### config.mk
export PLATFORM = sky130hd
export DESIGN_NAME = bcd_clock_flat
export DESIGN_NICKNAME = d
export VERILOG_FILES = /design/src/rtl/bcd_clock_if.sv /design/src/rtl/bcd_clock.sv /design/src/flat_wrapper.sv
export SDC_FILE = /design/constraint.sdc
export NUM_CORES = 1
export LEC_CHECK = 0
export BUFFER_PORTS_ARGS = -buffer_cell sky130_fd_sc_hd__buf_2
export CAP_MARGIN = 20
export CORE_MARGIN = 4
export CORE_UTILIZATION = 33
export DETAILED_ROUTE_END_ITERATION = 8
export PLACE_DENSITY = 0.53
export SETUP_SLACK_MARGIN = 0.05
export SLEW_MARGIN = 5
export SYNTH_ARGS = -nofsm -noshare
export SYNTH_HDL_FRONTEND = slang
export SYNTH_SLANG_ARGS = --single-unit
### constraint.sdc
create_clock -name clk -period 5.44 [get_ports clk]
set_input_delay 1.632 -clock clk [delete_from_list [all_inputs] [get_ports clk]]
set_output_delay 1.632 -clock clk [all_outputs]
set_load 0.01 [all_outputs]
### src/rtl/bcd_clock_if.sv
// Bundle of the run/set/display signals between the BCD clock core and its user.
interface bcd_clock_if;
  logic       run;
  logic       mode12;
  logic       set_en;
  logic [7:0] set_hh;
  logic [7:0] set_mm;
  logic [7:0] set_ss;
  logic       set_err;
  logic       sec_tick;
  logic       pm;
  logic [6:0] seg0;
  logic [6:0] seg1;
  logic [6:0] seg2;
  logic [6:0] seg3;
  logic [6:0] seg4;
  logic [6:0] seg5;

  modport master (
    output run, mode12, set_en, set_hh, set_mm, set_ss,
    input  set_err, sec_tick, pm, seg0, seg1, seg2, seg3, seg4, seg5
  );

  modport slave (
    input  run, mode12, set_en, set_hh, set_mm, set_ss,
    output set_err, sec_tick, pm, seg0, seg1, seg2, seg3, seg4, seg5
  );
endinterface

### src/rtl/bcd_clock.sv
// Six-digit BCD time-of-day clock with prescaler, settable time and
// registered 7-segment outputs in 12- or 24-hour display form.
module bcd_clock #(
  parameter int CLK_HZ         = 50_000_000,
  parameter bit SEG_ACTIVE_LOW = 1'b1
) (
  input logic        clk,
  input logic        reset,
  bcd_clock_if.slave bus
);

  localparam int            PW        = (CLK_HZ > 1) ? $clog2(CLK_HZ) : 1;
  localparam logic [PW-1:0] PRESC_MAX = PW'(CLK_HZ - 1);
  localparam logic [6:0]    ZERO_PAT  = SEG_ACTIVE_LOW ? 7'b0000001 : 7'b1111110;

  // Time layout: [23:20] hour tens, [19:16] hour units, [15:12] minute tens,
  // [11:8] minute units, [7:4] second tens, [3:0] second units.
  logic [PW-1:0]     presc_q, presc_d;
  logic [23:0]       time_q, time_d;
  logic              sec_tick_q, sec_tick_d;
  logic              set_err_q, set_err_d;
  logic              pm_q, pm_d;
  logic [5:0][6:0]   seg_q, seg_d;

  logic              advance;
  logic              set_legal;
  logic [4:0]        hour_bin;
  logic [4:0]        disp_hour;
  logic [3:0]        disp_tens;
  logic [3:0]        disp_units;

  // Maps a digit to its segment pattern {a..g}; blank turns every segment off.
  function automatic logic [6:0] seg_encode(input logic [3:0] digit, input logic blank);
    logic [6:0] pat;
    if (blank) begin
      pat = 7'b1111111;
    end else begin
      case (digit)
        4'd0:    pat = 7'b0000001;
        4'd1:    pat = 7'b1001111;
        4'd2:    pat = 7'b0010010;
        4'd3:    pat = 7'b0000110;
        4'd4:    pat = 7'b1001100;
        4'd5:    pat = 7'b0100100;
        4'd6:    pat = 7'b0100000;
        4'd7:    pat = 7'b0001111;
        4'd8:    pat = 7'b0000000;
        4'd9:    pat = 7'b0000100;
        default: pat = 7'b1111111;
      endcase
    end
    return SEG_ACTIVE_LOW ? pat : ~pat;
  endfunction

  // A load value is usable only if it is valid BCD and names a real time of day.
  function automatic logic bcd_legal(input logic [7:0] hh, input logic [7:0] mm,
                                     input logic [7:0] ss);
    logic ok;
    ok = (hh[7:4] <= 4'd2) && (hh[3:0] <= 4'd9) &&
         (mm[7:4] <= 4'd5) && (mm[3:0] <= 4'd9) &&
         (ss[7:4] <= 4'd5) && (ss[3:0] <= 4'd9) &&
         !((hh[7:4] == 4'd2) && (hh[3:0] > 4'd3));
    return ok;
  endfunction

  // One-second BCD increment with carries rippling from seconds up to hours.
  function automatic logic [23:0] time_inc(input logic [23:0] t);
    logic [23:0] r;
    r = t;
    if (t[3:0] != 4'd9) begin
      r[3:0] = t[3:0] + 4'd1;
    end else begin
      r[3:0] = 4'd0;
      if (t[7:4] != 4'd5) begin
        r[7:4] = t[7:4] + 4'd1;
      end else begin
        r[7:4] = 4'd0;
        if (t[11:8] != 4'd9) begin
          r[11:8] = t[11:8] + 4'd1;
        end else begin
          r[11:8] = 4'd0;
          if (t[15:12] != 4'd5) begin
            r[15:12] = t[15:12] + 4'd1;
          end else begin
            r[15:12] = 4'd0;
            if (t[23:16] == 8'h23) begin
              r[23:16] = 8'h00;
            end else if (t[19:16] == 4'd9) begin
              r[19:16] = 4'd0;
              r[23:20] = t[23:20] + 4'd1;
            end else begin
              r[19:16] = t[19:16] + 4'd1;
            end
          end
        end
      end
    end
    return r;
  endfunction

  assign advance   = bus.run && (presc_q == PRESC_MAX);
  assign set_legal = bcd_legal(bus.set_hh, bus.set_mm, bus.set_ss);

  // Next time/prescaler: a legal set beats a coincident advance, an illegal one only flags.
  always_comb begin
    presc_d    = presc_q;
    time_d     = time_q;
    sec_tick_d = 1'b0;
    set_err_d  = 1'b0;
    if (bus.run) begin
      presc_d = advance ? '0 : presc_q + PW'(1);
    end
    if (advance) begin
      time_d     = time_inc(time_q);
      sec_tick_d = 1'b1;
    end
    if (bus.set_en) begin
      if (set_legal) begin
        time_d     = {bus.set_hh, bus.set_mm, bus.set_ss};
        presc_d    = '0;
        sec_tick_d = 1'b0;
      end else begin
        set_err_d  = 1'b1;
      end
    end
  end

  // Display next-state from the current time registers and the display mode.
  always_comb begin
    hour_bin   = 5'(time_q[23:20]) * 5'd10 + 5'(time_q[19:16]);
    disp_hour  = hour_bin;
    disp_tens  = 4'd0;
    disp_units = 4'd0;
    seg_d      = seg_q;
    pm_d       = (hour_bin >= 5'd12);
    if (bus.mode12) begin
      if (hour_bin == 5'd0) begin
        disp_hour = 5'd12;
      end else if (hour_bin > 5'd12) begin
        disp_hour = hour_bin - 5'd12;
      end
    end
    if (disp_hour >= 5'd20) begin
      disp_tens  = 4'd2;
      disp_units = 4'(disp_hour - 5'd20);
    end else if (disp_hour >= 5'd10) begin
      disp_tens  = 4'd1;
      disp_units = 4'(disp_hour - 5'd10);
    end else begin
      disp_units = 4'(disp_hour);
    end
    seg_d[0] = seg_encode(time_q[3:0],   1'b0);
    seg_d[1] = seg_encode(time_q[7:4],   1'b0);
    seg_d[2] = seg_encode(time_q[11:8],  1'b0);
    seg_d[3] = seg_encode(time_q[15:12], 1'b0);
    seg_d[4] = seg_encode(disp_units,    1'b0);
    seg_d[5] = seg_encode(disp_tens,     bus.mode12 && (disp_tens == 4'd0));
  end

  // State and output registers, all cleared immediately by reset.
  always_ff @(posedge clk or posedge reset) begin
    if (reset) begin
      presc_q    <= '0;
      time_q     <= '0;
      sec_tick_q <= 1'b0;
      set_err_q  <= 1'b0;
      pm_q       <= 1'b0;
      seg_q      <= {6{ZERO_PAT}};
    end else begin
      presc_q    <= presc_d;
      time_q     <= time_d;
      sec_tick_q <= sec_tick_d;
      set_err_q  <= set_err_d;
      pm_q       <= pm_d;
      seg_q      <= seg_d;
    end
  end

  assign bus.sec_tick = sec_tick_q;
  assign bus.set_err  = set_err_q;
  assign bus.pm       = pm_q;
  assign bus.seg0     = seg_q[0];
  assign bus.seg1     = seg_q[1];
  assign bus.seg2     = seg_q[2];
  assign bus.seg3     = seg_q[3];
  assign bus.seg4     = seg_q[4];
  assign bus.seg5     = seg_q[5];

endmodule

### src/flat_wrapper.sv
// flat-port wrapper written by rule: the top's interface ports become plain ports
module bcd_clock_flat 
#(
  parameter int CLK_HZ         = 50_000_000,
  parameter bit SEG_ACTIVE_LOW = 1'b1
)
  (clk, reset, bus_run, bus_mode12, bus_set_en, bus_set_hh, bus_set_mm, bus_set_ss, bus_set_err, bus_sec_tick, bus_pm, bus_seg0, bus_seg1, bus_seg2, bus_seg3, bus_seg4, bus_seg5);
  bcd_clock_if bus_i ();
  input logic clk;
  input logic reset;
  input wire logic [$bits(bus_i.run)-1:0] bus_run;
  input wire logic [$bits(bus_i.mode12)-1:0] bus_mode12;
  input wire logic [$bits(bus_i.set_en)-1:0] bus_set_en;
  input wire logic [$bits(bus_i.set_hh)-1:0] bus_set_hh;
  input wire logic [$bits(bus_i.set_mm)-1:0] bus_set_mm;
  input wire logic [$bits(bus_i.set_ss)-1:0] bus_set_ss;
  output wire logic [$bits(bus_i.set_err)-1:0] bus_set_err;
  output wire logic [$bits(bus_i.sec_tick)-1:0] bus_sec_tick;
  output wire logic [$bits(bus_i.pm)-1:0] bus_pm;
  output wire logic [$bits(bus_i.seg0)-1:0] bus_seg0;
  output wire logic [$bits(bus_i.seg1)-1:0] bus_seg1;
  output wire logic [$bits(bus_i.seg2)-1:0] bus_seg2;
  output wire logic [$bits(bus_i.seg3)-1:0] bus_seg3;
  output wire logic [$bits(bus_i.seg4)-1:0] bus_seg4;
  output wire logic [$bits(bus_i.seg5)-1:0] bus_seg5;
  assign bus_i.run = bus_run;
  assign bus_i.mode12 = bus_mode12;
  assign bus_i.set_en = bus_set_en;
  assign bus_i.set_hh = bus_set_hh;
  assign bus_i.set_mm = bus_set_mm;
  assign bus_i.set_ss = bus_set_ss;
  assign bus_set_err = bus_i.set_err;
  assign bus_sec_tick = bus_i.sec_tick;
  assign bus_pm = bus_i.pm;
  assign bus_seg0 = bus_i.seg0;
  assign bus_seg1 = bus_i.seg1;
  assign bus_seg2 = bus_i.seg2;
  assign bus_seg3 = bus_i.seg3;
  assign bus_seg4 = bus_i.seg4;
  assign bus_seg5 = bus_i.seg5;
  bcd_clock #(.CLK_HZ(CLK_HZ), .SEG_ACTIVE_LOW(SEG_ACTIVE_LOW)) u_core (.clk(clk), .reset(reset), .bus(bus_i));
endmodule
=== After elaboration in Yosys (flattened, before gate mapping) ===
Memory sizes are Yosys's and may differ from the RTL's. A register that Yosys moved wholly into a read port is not among the register bits.
Cells that the tools add are included.

* Add/subtract/negate cells: 11
* Multiply operators: 1
* Magnitude comparators: 11
* Equality and inequality tests: 8
* Mux-type cells: 31
* Reduce and logical (&&, ||, !) cells: 12

{| class="wikitable"
|+ Operator list
! operator !! count
|-
| 26-bit 2-to-1 mux || 4
|-
| 24-bit 2-to-1 mux || 3
|-
| 4-bit 2-to-1 mux || 9
|-
| 26-bit by 1-bit adder with 26-bit output, second input constant || 1
|-
| 26-bit == test, second input constant || 1
|-
| 4-bit by 1-bit adder with 4-bit output, second input constant || 6
|-
| 20-bit 2-to-1 mux || 1
|-
| 16-bit 2-to-1 mux || 1
|-
| 8-bit 2-to-1 mux || 2
|-
| 5-bit 2-to-1 mux || 3
|-
| 4-bit less-or-equal comparator, second input constant || 3
|-
| 12-bit 2-to-1 mux || 1
|-
| 5-bit by 4-bit greater-or-equal comparator with 1-bit output, second input constant || 2
|-
| 1-bit logical AND || 9
|-
| 8-bit by 6-bit == test with 1-bit output, second input constant || 1
|-
| 4-bit by 3-bit less-or-equal comparator with 1-bit output, second input constant || 2
|-
| 4-bit by 3-bit inequality test with 1-bit output, second input constant || 2
|-
| 4-bit inequality test, second input constant || 2
|-
| 7-bit 2-to-1 mux || 1
|-
| 1-bit 2-to-1 mux || 6
|-
| 5-bit by 4-bit adder with 5-bit output || 1
|-
| 5-bit greater-or-equal comparator, second input constant || 1
|-
| 5-bit by 4-bit greater-than comparator with 1-bit output, second input constant || 1
|-
| 5-bit logical NOT || 1
|-
| 10 further kinds || 10
|}

* Register bits: 60
* Bits in read-only memories: 672
* Input port bits: 29
* Memories kept: 6

{| class="wikitable"
|+ Memory list
! memory !! words !! bits a word !! read ports !! clocked after memory_dff !! write ports !! line !! RTL
|-
| (no name shown) || 16 || 7 || 1 || 1 || 0 || bcd_clock.sv:38 || <nowiki>case (digit)</nowiki>
|-
| (no name shown) || 16 || 7 || 1 || 1 || 0 || bcd_clock.sv:38 ||
|-
| (no name shown) || 16 || 7 || 1 || 1 || 0 || bcd_clock.sv:38 ||
|-
| (no name shown) || 16 || 7 || 1 || 1 || 0 || bcd_clock.sv:38 ||
|-
| (no name shown) || 16 || 7 || 1 || 1 || 0 || bcd_clock.sv:38 ||
|-
| (no name shown) || 16 || 7 || 1 || 0 || 0 || bcd_clock.sv:38 ||
|}

=== Depth between registers and ports, before layout ===
Gate-level depths: netlist of run 1.

* Depth in word-level cells: 12
* Mapped depth: 22
* Gate-level depth less buffers: 22

=== Least setup slack after synthesis of run 1 ===
Ideal clock, no wire load.

* Path type: register to register
* Start point: register u_core.time_q[20]
* End point: register u_core.seg_q, in the netlist u_core.bus.seg4[6]
* Library setup time: 119 ps
* Arrival: 4281 ps
* Required time: 5321 ps
* Setup slack: 1040 ps
* Cell stages (with the launch flop): 22
* Path buffers: 1
* Path through: dfrtp_1 -> ha_1 -> ha_1 -> xor2_1 -> inv_1 -> ha_1 -> or3b_2 -> nand4_1 -> a31o_4 -> inv_4 -> ha_1 -> and4b_1 -> buf_6 -> o21ai_0 -> a21o_1 -> nand2_1 -> inv_1 -> ha_1 -> o221a_2 -> a311oi_1 -> a211oi_1 -> o21a_1

* Longest elaborated chain between the ends: 9

{| class="wikitable"
|+ RTL lines
! element !! line !! RTL
|-
| start: declaration || bcd_clock.sv:19 || <nowiki>logic [23:0] time_q, time_d;</nowiki>
|-
| start signal: assignment || bcd_clock.sv:171 || <nowiki>time_q <= time_d;</nowiki>
|-
| 4-bit by 3-bit multiplier with 4-bit output * || bcd_clock.sv:130 || <nowiki>hour_bin = 5'(time_q[23:20]) * 5'd10 + 5'(time_q[19:16]);</nowiki>
|-
| 5-bit by 4-bit adder with 5-bit output * || bcd_clock.sv:130 ||
|-
| 5-bit by 4-bit subtractor with 5-bit output or 5-bit by 4-bit greater-than comparator with 1-bit output (tied branches) || bcd_clock.sv:140, bcd_clock.sv:139 ||
|-
| 5-bit 2-to-1 mux || bcd_clock.sv:139 || <nowiki>end else if (hour_bin > 5'd12) begin</nowiki>
|-
| 5-bit 2-to-1 mux || bcd_clock.sv:137 || <nowiki>if (hour_bin == 5'd0) begin</nowiki>
|-
| 5-bit 2-to-1 mux * || bcd_clock.sv:136 || <nowiki>if (bus.mode12) begin</nowiki>
|-
| 4-bit subtractor or 5-bit by 4-bit greater-or-equal comparator with 1-bit output (tied branches) || bcd_clock.sv:148, bcd_clock.sv:146 ||
|-
| 4-bit 2-to-1 mux || bcd_clock.sv:146 || <nowiki>end else if (disp_hour >= 5'd10) begin</nowiki>
|-
| 4-bit 2-to-1 mux * || bcd_clock.sv:143 || <nowiki>if (disp_hour >= 5'd20) begin</nowiki>
|-
| end: declaration || bcd_clock.sv:23 || <nowiki>logic [5:0][6:0] seg_q, seg_d;</nowiki>
|}

Every way passes the cells marked *; elsewhere a longest branch is shown, timed or not.

=== Worst setup path in the final report of run 1 ===
Same ends and word-level chain as after synthesis.

==> results of run 1 <==
[tightest hold or removal path: cells and delay by family, from the launching register on]
kind / cells / cell delay, ns
xor gates and xnor gates: 1 / 0.07
DFF: 1 / 0.37
and+or+nand+nor: 1 / 0.07
[registers in the layout, indices dropped and copies added, names as in the netlist]
| signal | cells |
|---|---|
| u_core.presc_q | 26 |
| u_core.time_q | 24 |
| u_core.bus.seg0 | 7 |
| u_core.bus.seg1 | 7 |
| u_core.bus.seg2 | 7 |
| u_core.bus.seg3 | 7 |
| u_core.bus.seg4 | 7 |
| u_core.bus.seg5 | 5 |
| u_core.bus.pm | 1 |
| u_core.bus.sec_tick | 1 |
| u_core.bus.set_err | 1 |
[metal layers]
layer  part of all wire (%)  track usage [%]
met4                    1.7            5.823
met5                      0                0
met1                     46            18.46
met3                    2.9            2.258
met2                     49            23.42
[cells in the final DEF, fill, tap and decap left out, drive strengths merged, types with 2 or more instances in the layout]
cell / count
or3b: 2
and4: 4
or3: 7
clkbuf: 11
dfstp: 6
nor2: 71
nand2b: 9
o211a: 3
o21ai: 45
and3: 5
inv: 31
nor3b: 7
o22ai: 2
a21o: 4
nand4: 12
a211oi: 2
nand2: 66
nor4b: 2
buf: 76
dfrtp: 87
clkinv: 4
a21oi: 41
and2: 3
nor2b: 6
o211ai: 4
nor3: 13
a22oi: 2
xnor2: 8
or2: 7
mux2: 3
ha: 40
xor2: 17
mux2i: 4
a31oi: 8
a31o: 4
nand3: 28
[worst paths after layout]
check | slack, ns | end
hold reg to reg | 0.54 | u_core.presc_q[14]
max in group asynchronous | 2.94 | u_core.time_q[1]
min in group asynchronous | 1.34 | u_core.presc_q[14]
setup / recovery | 0.51 | u_core.bus.seg4[6]
setup reg to reg | 0.51 | u_core.bus.seg4[6]
hold / removal | 0.54 | u_core.presc_q[14]
[cells by family (layout without fill, tap and decap cells)]
| group | Yosys count | after routing |
|---|---|---|
| AO/OA/AOI/OAI | 127 | 127 |
| XOR/XNOR | 26 | 26 |
| adder cells (fa/ha/maj) | 41 | 41 |
| buffers and inverters | 52 | 123 |
| flip-flops | 93 | 93 |
| multiplexers | 7 | 7 |
| AND/OR/NAND/NOR | 249 | 249 |
[through the flow]
stage	hold slack (ns)	util [%]	total power (W)	cell area, um2	setup WS, ns
after floorplan	0.4953	-	0.001316	5433	1.040
after global placement	0.5166	37.48	0.001476	5997	0.6504
after detailed placement	0.5272	37.48	0.001495	5997	0.5948
after CTS	0.5466	39.47	0.002177	6315	0.5709
after global routing	0.5594	39.47	0.002278	6315	0.2258
final	0.5440	39.47	0.002146	6315	0.5061
[cells in the mapped netlist (2+ instances only)]
library cell,instances,share of area (%)
ha_1,40,9.2
nor3b_1,6,0.83
or3_4,2,0.41
mux2_2,3,0.62
a31o_1,2,0.32
mux2i_1,4,0.74
nor3_1,12,1.1
or3b_2,2,0.32
nor2_1,71,4.9
and2_1,2,0.23
or2_2,5,0.58
clkbuf_1,15,1.0
or3_1,5,0.58
a211oi_1,2,0.28
nand2b_1,9,1.0
xnor2_1,8,1.3
o211a_1,3,0.55
nand3_1,28,2.6
a21oi_1,41,3.8
xor2_1,17,2.7
and3_1,4,0.46
o211ai_1,4,0.55
buf_4,2,0.28
and4_1,4,0.64
a31o_4,2,0.64
nor2b_1,6,0.69
a21o_1,4,0.55
a31oi_1,8,0.92
nand4_1,11,1.3
o21ai_0,45,4.1
dfrtp_1,87,40
o22ai_1,2,0.23
nor4b_1,2,0.32
dfstp_2,6,2.9
inv_1,29,2.0
nand2_1,65,4.5
buf_1,2,0.14
a22oi_1,2,0.28
[power by group]
group / switching [W] / internal (W) / leakage (nW) / total (W)
combinational: 0.000350 / 0.000257 / 1.61 / 0.000608
sequential: 0.0000676 / 0.000805 / 1.17 / 0.000873
clock: 0.000279 / 0.000386 / 0.157 / 0.000666
total: 0.000697 / 0.00145 / 2.94 / 0.00215
[final cells by class]
class,count,share of cell area [%]
clock buffer,11,4.002
clock inverter,5,1.030
inverter,31,1.902
multi-input combinational,450,45.67
sequential,93,36.97
tap,216,4.280
timing repair buffer,76,6.142
==> reports/metrics.cfg, run 1 <==
[sta]
skew_ns = 0.01036
drv_slew = 0
setup_violations = 0
rsz0062_at_grt = no
slew_headroom_pct = 37.87
finalHoldViolCount = 0
fmax_mhz = 202.7
period_minus_slack_ns = 4.934
tns_ns = 0
tightest_slew_ns = 0.9320
timing.final.crit_share_pct = 90.70

[hold_path]
hold_path.startpoint = u_core.presc_q[14]
whs_path_depth = 2
hp-class = reg -> reg

[detailed_routing]
ant_nets = 0
first_iter_violations = 146
num_vias = 4351
firstDrtPassIters = 5
drc = 0
drt-wirelength-per-cell_um = 14.20
wirelength_um = 12520
vias_per_cell = 4.933

[clocking]
numCtsBuffers = 9
cts_root_buf = clkbuf_16
cts_resized = 0
cts.clk_slew.worst_paths_ns = 0.07
cts_tree = done
htreeDepth = 3
clock_sinks = 93
clk_path_buf_depth = 2
holdBufCountCts = 0
clk-insertion-delay-late_ns = 0.35
cts_setup_buffers = 0

[setup_path]
path_cells = ha_1 -> ha_1 -> xor2_1 -> inv_1 -> ha_1 -> or3b_2 -> nand4_1 -> a31o_4 -> inv_4 -> ha_1 -> and4b_1 -> o21ai_0 -> a21o_1 -> nand2_1 -> inv_1 -> ha_1 -> o221a_2 -> a311oi_1 -> a211oi_1 -> o21a_1
critPathKind = reg -> reg
reg2reg_from = u_core.time_q[20]
cpMostUsedCell = ha_1
critPathArrivalTime_ns = 5.17
worst_ep_required_time_ns = 5.68
r2r_cells = 20
cp.depth = 20
start_kind = flop
end_kind = flop
cp_max_fo = 9
path_buf_inv = 3
crit_start = u_core.time_q[20]
path_delay_family = adder cells
critPathMaxStageDelay_ns = 0.47
slowest_stage = dfrtp_1

[finish]
fin_nets = 731
final-seq-area_um2 = 2335
n_antenna_cell = 0
syn_to_final_growth_pct = 16.24
fillCellCount = 1656
final_cells = 882
drive_gt1_share_pct = 18.92
multi_input_area_um2 = 2884

[logic_synthesis]
synthAdderAreaFrac_pct = 9.581
synth_seq_cells = 93
synthCells = 595
muxShareOfSynthArea_pct = 1.359
ys_async_sr_fraction_pct = 100.0
synth_top_family_by_area = simple AND/OR/NAND/NOR gates
synth_top_flop_cell = dfrtp_1
synth_area_um2 = 5433
ys_seq_area_share_pct = 42.98
syn_area_per_cell_um2 = 9.131
synth-edff-count = 0
synth_xor_area_share_pct = 4.445
yosys.area_share.simple_pct = 23.10
yosys_warnings = 0
syn_nets = 665
synth_compound_area_share_pct = 14.60
synth_cell_types = 71

[grt]
grt_start_max_net_pins = 56
grt_first_pass_wirelength_um = 21020
grt_pass1_vias = 4336
grt_overflow = 0
antenna_found_initial = 0
grt_usage_pct = 14.15

[placement]
routabilityCongestion = 0.8899
placed_cells = 866
port_buffers = 73
post-dp-hpwl_um = 9268

[power]
ir_drop_uv = 164.3
pwr_density_cell_nw_per_um2 = 339.9
power.leakage_nw = 2.939

[status]
status = finished, final reports clean

[die]
fp.dieW_um = 136.3
pin_count = 74
die_h_um = 136.3
dieArea_um2 = 18580
fp-row-count = 46
core_um2 = 16000
initial_utilization_pct = 33.95

[job]
drv_cap = 0

Note: power is estimated with default switching activity, not from simulation.
==> run 2, diff against run 1 <==
Clock period 5.44 ns to 4.85 ns, I/O delays scaled along.
==> reports/metrics.cfg, run 2 (synthesized netlist as in run 1, its figures left out) <==
[status]
status = finished, final reports clean

[grt]
grt_overflow = 0
grt_first_pass_wirelength_um = 20690
grt_pass1_vias = 4301
grt_start_max_net_pins = 58
antenna_found_initial = 0
grt_usage_pct = 13.90

[clocking]
holdBufCountCts = 0
cts_root_buf = clkbuf_16
numCtsBuffers = 9
clk-insertion-delay-late_ns = 0.34
clock_sinks = 93
htreeDepth = 3
cts.clk_slew.worst_paths_ns = 0.07
clk_path_buf_depth = 2
cts_tree = done

[sta]
setup_violations = 0
slew_headroom_pct = 41.06
timing.final.crit_share_pct = 92.71
finalHoldViolCount = 0
period_minus_slack_ns = 4.497
rsz0062_at_grt = no
tns_ns = 0
fmax_mhz = 222.4
skew_ns = 0.009036
tightest_slew_ns = 0.8841
drv_slew = 0
whs_ns = 0.5384

[finish]
reg_top3 = u_core.presc_q: 26 flops, u_core.time_q: 24 flops
syn_to_final_growth_pct = 17.62
final_common_cell = dfrtp_1
n_antenna_cell = 0
finalCoreUtilization_pct = 39.94
fin_nets = 736
fillCellCount = 1618
drive_gt1_share_pct = 20.12
largest_reg_flops = 26
layout_common_cells = 85 x dfrtp_1, 73 x buf_2, 71 x nor2_1
regMostFlops = u_core.presc_q

[power]
ir_drop_uv = 160.4
power.leakage_nw = 2.957
pwr_density_cell_nw_per_um2 = 380.5

[detailed_routing]
num_vias = 4373
first_iter_violations = 178
drt-wirelength-per-cell_um = 13.94
ant_nets = 0
drc = 0
firstDrtPassIters = 4
wirelength_um = 12360
vias_per_cell = 4.930

[die]
core_um2 = 16000
die_h_um = 136.3
fp.dieW_um = 136.3
initial_utilization_pct = 33.95
pin_count = 74
dieArea_um2 = 18580
fp-row-count = 46

[setup_path]
worst_ep_required_time_ns = 5.09
critPathArrivalTime_ns = 4.74
end_kind = flop
cp_max_fo = 9
critPathKind = reg -> reg
start_kind = flop

[hold_path]
hp-class = reg -> reg

[placement]
port_buffers = 73
post-dp-hpwl_um = 9281
routabilityCongestion = 0.8855

[job]
drv_cap = 0

run 2: cell count changes in the layout (fill, tap and decap cells not counted), moves of 2 or more:
| cell | change |
|---|---|
| buf_4 | +4 |
| clkbuf_1 | +2 |
| clkbuf_8 | -2 |
| clkinv_4 | -2 |
| clkinvlp_4 | +2 |
| dfrtp_1 | -2 |
| dfrtp_2 | +2 |
run 2: final timing paths:
| check | slack (ns) | startpoint | end | cells after the start |
|---|---|---|---|---|
| setup / recovery | 0.35 | u_core.time_q[20] | u_core.bus.seg4[6] | 20 |
| min in group asynchronous | 1.00 | reset | u_core.presc_q[9] | 2 |
| max in group asynchronous | 2.97 | reset | u_core.bus.seg4[0] | 4 |
| hold reg to reg | 0.54 | u_core.presc_q[4] | u_core.presc_q[4] | 2 |
| setup reg to reg | 0.35 | u_core.time_q[20] | u_core.bus.seg4[6] | 20 |
| hold / removal | 0.54 | u_core.presc_q[4] | u_core.presc_q[4] | 2 |
run 2: routing by layer:
| metal | GRT usage (%) | share of wire, % | wire (um) |
|---|---|---|---|
| met1 | 18.60 | 48 | 5940 |
| met2 | 22.23 | 47 | 5852 |
| met3 | 2.702 | 2.8 | 343 |
| met4 | 5.431 | 1.8 | 225 |
| met5 | 0 | 0 | 0 |
run 2: layout make-up:
class / count / area [um2] / share of cell area [%]
repair buffers: 81 / 445.4 / 6.971
clock buffers: 11 / 232.7 / 3.642
clock inverters: 5 / 83.83 / 1.312
flip-flops and latches: 93 / 2337 / 36.58
well taps: 216 / 270.3 / 4.229
inverters: 31 / 120.1 / 1.880
multi-input cells: 450 / 2900 / 45.39
run 2: stage by stage:
stage	power [W]	setup WS, ns	cell area, um2	instances
3_5_place_dp	0.001681	0.1603	6020	869
5_1_grt	0.002588	0.06135	6390	887
6_report	0.002432	0.3535	6390	887
3_3_place_gp	0.001675	0.3242	6020	869
2_1_floorplan	0.001477	0.4505	5433	595
4_1_cts	0.002456	0.1442	6336	885
run 2: repair_timing:
| action | 4_1_cts | 5_1_grt |
|---|---|---|
| buffers inserted | 0 | 1 |
| resized for setup | 0 | 7 |
| endpoints found under the hold margin | 0 | 0 |
| endpoints found under the setup margin | 0 | 1 |
run 2: critical path: stages, from the launching register on:
cell and delay [ns]:
dfrtp_2 0.45, ha_1 0.22, fa_1 0.42, xor2_2 0.21, inv_2 0.11, ha_1 0.18
or3b_2 0.46, nand4_1 0.17, a31o_4 0.21, inv_4 0.07, ha_1 0.24, and4b_1 0.28
o21ai_1 0.10, a21o_1 0.20, nand2_1 0.14, inv_1 0.11, ha_2 0.22, o221a_2 0.13
a311oi_2 0.23, a211oi_1 0.07, o21a_1 0.17
run 2: report_power, final:
part | internal [W] | switching, W | leakage (nW)
Combinational | 0.000303 | 0.000390 | 1.64
Sequential | 0.000904 | 0.0000775 | 1.17
Clock | 0.000454 | 0.000302 | 0.146
==> run 3, diff against run 2 <==
--- a/config.mk
+++ b/config.mk
@@ -7,8 +7,7 @@
 export LEC_CHECK = 0
-export BUFFER_PORTS_ARGS = -buffer_cell sky130_fd_sc_hd__buf_2
 export CAP_MARGIN = 20
-export CORE_MARGIN = 4
 export CORE_UTILIZATION = 33
 export DETAILED_ROUTE_END_ITERATION = 8
-export PLACE_DENSITY = 0.53
+export DONT_BUFFER_PORTS = 1
+export PLACE_DENSITY = 0.49
 export SETUP_SLACK_MARGIN = 0.05
==> constraint.sdc (replaced) <==
create_clock -name clk -period 4.85 [get_ports clk]
set_input_delay 0.7275 -clock clk [delete_from_list [all_inputs] [get_ports clk]]
set_output_delay 0.7275 -clock clk [all_outputs]
set_load 0.01 [all_outputs]
==> reports/metrics.cfg, run 3 (synthesized netlist as in run 1, its figures left out) <==
[clocking]
clk-insertion-delay-late_ns = 0.35
numCtsBuffers = 9
cts.clk_slew.worst_paths_ns = 0.07
clock_sinks = 93
holdBufCountCts = 0
clk_path_buf_depth = 2
cts_tree = done
htreeDepth = 3
cts_root_buf = clkbuf_16

[die]
core_um2 = 16000
fp.dieW_um = 130.3
pin_count = 74
fp-row-count = 46
die_h_um = 130.3
dieArea_um2 = 16980
initial_utilization_pct = 33.95

[sta]
whs_ns = 0.3107
tightest_slew_ns = 0.9077
slew_headroom_pct = 39.49
finalHoldViolCount = 0
fmax_mhz = 219.8
drv_slew = 0
setup_violations = 0
timing.final.crit_share_pct = 93.79
setup_ws_ns = 0.3013
skew_ns = 0.009670
rsz0062_at_grt = no
tns_ns = 0
period_minus_slack_ns = 4.549

[power]
power.leakage_nw = 2.640
ir_drop_uv = 169.8
pwr_density_cell_nw_per_um2 = 386.8

[placement]
port_buffers = 0
placed_cells = 795
dp_slack_ns = 0.1800
routabilityCongestion = 0.8347
post-dp-hpwl_um = 8833

[finish]
final_common_cell = dfrtp_1
fin_nets = 661
n_antenna_cell = 0
regMostFlops = u_core.presc_q
largest_reg_flops = 26
layout_common_cells = 85 x dfrtp_1, 71 x nor2_1, 64 x nand2_1
fillCellCount = 1667
final_cells = 811
drive_gt1_share_pct = 10.42
reg_top3 = u_core.presc_q: 26 flops, u_core.time_q: 24 flops
syn_to_final_growth_pct = 9.972

[setup_path]
end_kind = flop
critPathKind = reg -> reg
cp_max_fo = 9
reg2reg_from = u_core.time_q[20]
start_kind = flop
rrSetupSlack_ns = 0.30
r2r-end = u_core.bus.seg4[6]
worst_ep_required_time_ns = 5.10
critPathArrivalTime_ns = 4.80
r2r_cells = 20
crit_start = u_core.time_q[20]

[detailed_routing]
drt-wirelength-per-cell_um = 15.01
vias_per_cell = 5.139
firstDrtPassIters = 4
ant_nets = 0
drc = 0
first_iter_violations = 209
num_vias = 4168
wirelength_um = 12180

[grt]
grt_usage_pct = 15.51
grt_overflow = 0
grt_first_pass_wirelength_um = 20300
grt_pass1_vias = 4014
grt_start_max_net_pins = 59
antenna_found_initial = 0

[status]
status = finished, final reports clean

[hold_path]
hp-class = in -> async

[job]
drv_cap = 0

run 3: changes by cell type in the layout (fill, tap and decap cells not counted), sizes merged:
| cell | previous run | this run |
|---|---|---|
| buf | 81 | 6 |
| bufinv | 2 | 1 |
| clkbuf | 11 | 10 |
| clkinv | 2 | 4 |
| clkinvlp | 2 | 1 |
run 3: layout make-up:
cell class	instances	area (um2)	share of cell area [%]
inverters	31	120.1	2.010
well taps	216	270.3	4.524
clock inverters	5	60.06	1.005
multi-input cells	450	2903	48.59
clock buffers	10	239.0	4.000
flip-flops and latches	93	2337	39.12
repair buffers	6	45.04	0.7539
run 3: layer usage:
| metal | wire length (um) | global-route usage, % |
|---|---|---|
| met1 | 5735 | 20.19 |
| met2 | 5750 | 24.56 |
| met3 | 455 | 3.239 |
| met4 | 234 | 7.319 |
| met5 | 0 | 0 |
run 3: where the power goes:
group	leakage [nW]	switching (W)	internal [W]
registers	1.17	0.000134	0.000907
clock network	0.145	0.000310	0.000413
logic	1.32	0.000311	0.000236
run 3: worst max path at each step:
| stage | end | cells after the start |
|---|---|---|
| floorplan | u_core.bus.seg4[6] | 21 |
| global placement | u_core.bus.seg4[6] | 20 |
| detailed placement | u_core.bus.seg4[6] | 20 |
| CTS | u_core.bus.seg4[6] | 20 |
| global route | u_core.bus.seg4[6] | 22 |
| finish | u_core.bus.seg4[6] | 20 |
run 3: what timing repair did:
item | 4_1_cts | 5_1_grt
hold endpoints to repair | 0 | 0
endpoints found under the setup margin | 0 | 1
resized for setup | 0 | 7
buffers inserted | 0 | 1
run 3: stage by stage:
step	power [W]	cell area, um2	util [%]
after floorplan	0.001477	5433	-
after global placement	0.001587	5647	35.29
after detailed placement	0.001598	5647	35.29
after CTS	0.002339	5946	37.16
after global routing	0.002466	5974	37.34
final	0.002311	5974	37.34
run 3: critical path, stage by stage, from the launching register on:
cell,delay (ns)
dfrtp_2,0.45
ha_1,0.22
fa_1,0.42
xor2_2,0.22
inv_2,0.12
ha_1,0.17
or3b_2,0.47
nand4_1,0.17
a31o_4,0.24
inv_4,0.08
ha_1,0.25
and4b_1,0.27
o21ai_0,0.12
a21o_1,0.22
nand2_2,0.11
inv_1,0.10
ha_2,0.22
o221a_2,0.13
a311oi_2,0.23
a211oi_1,0.07
o21a_1,0.17
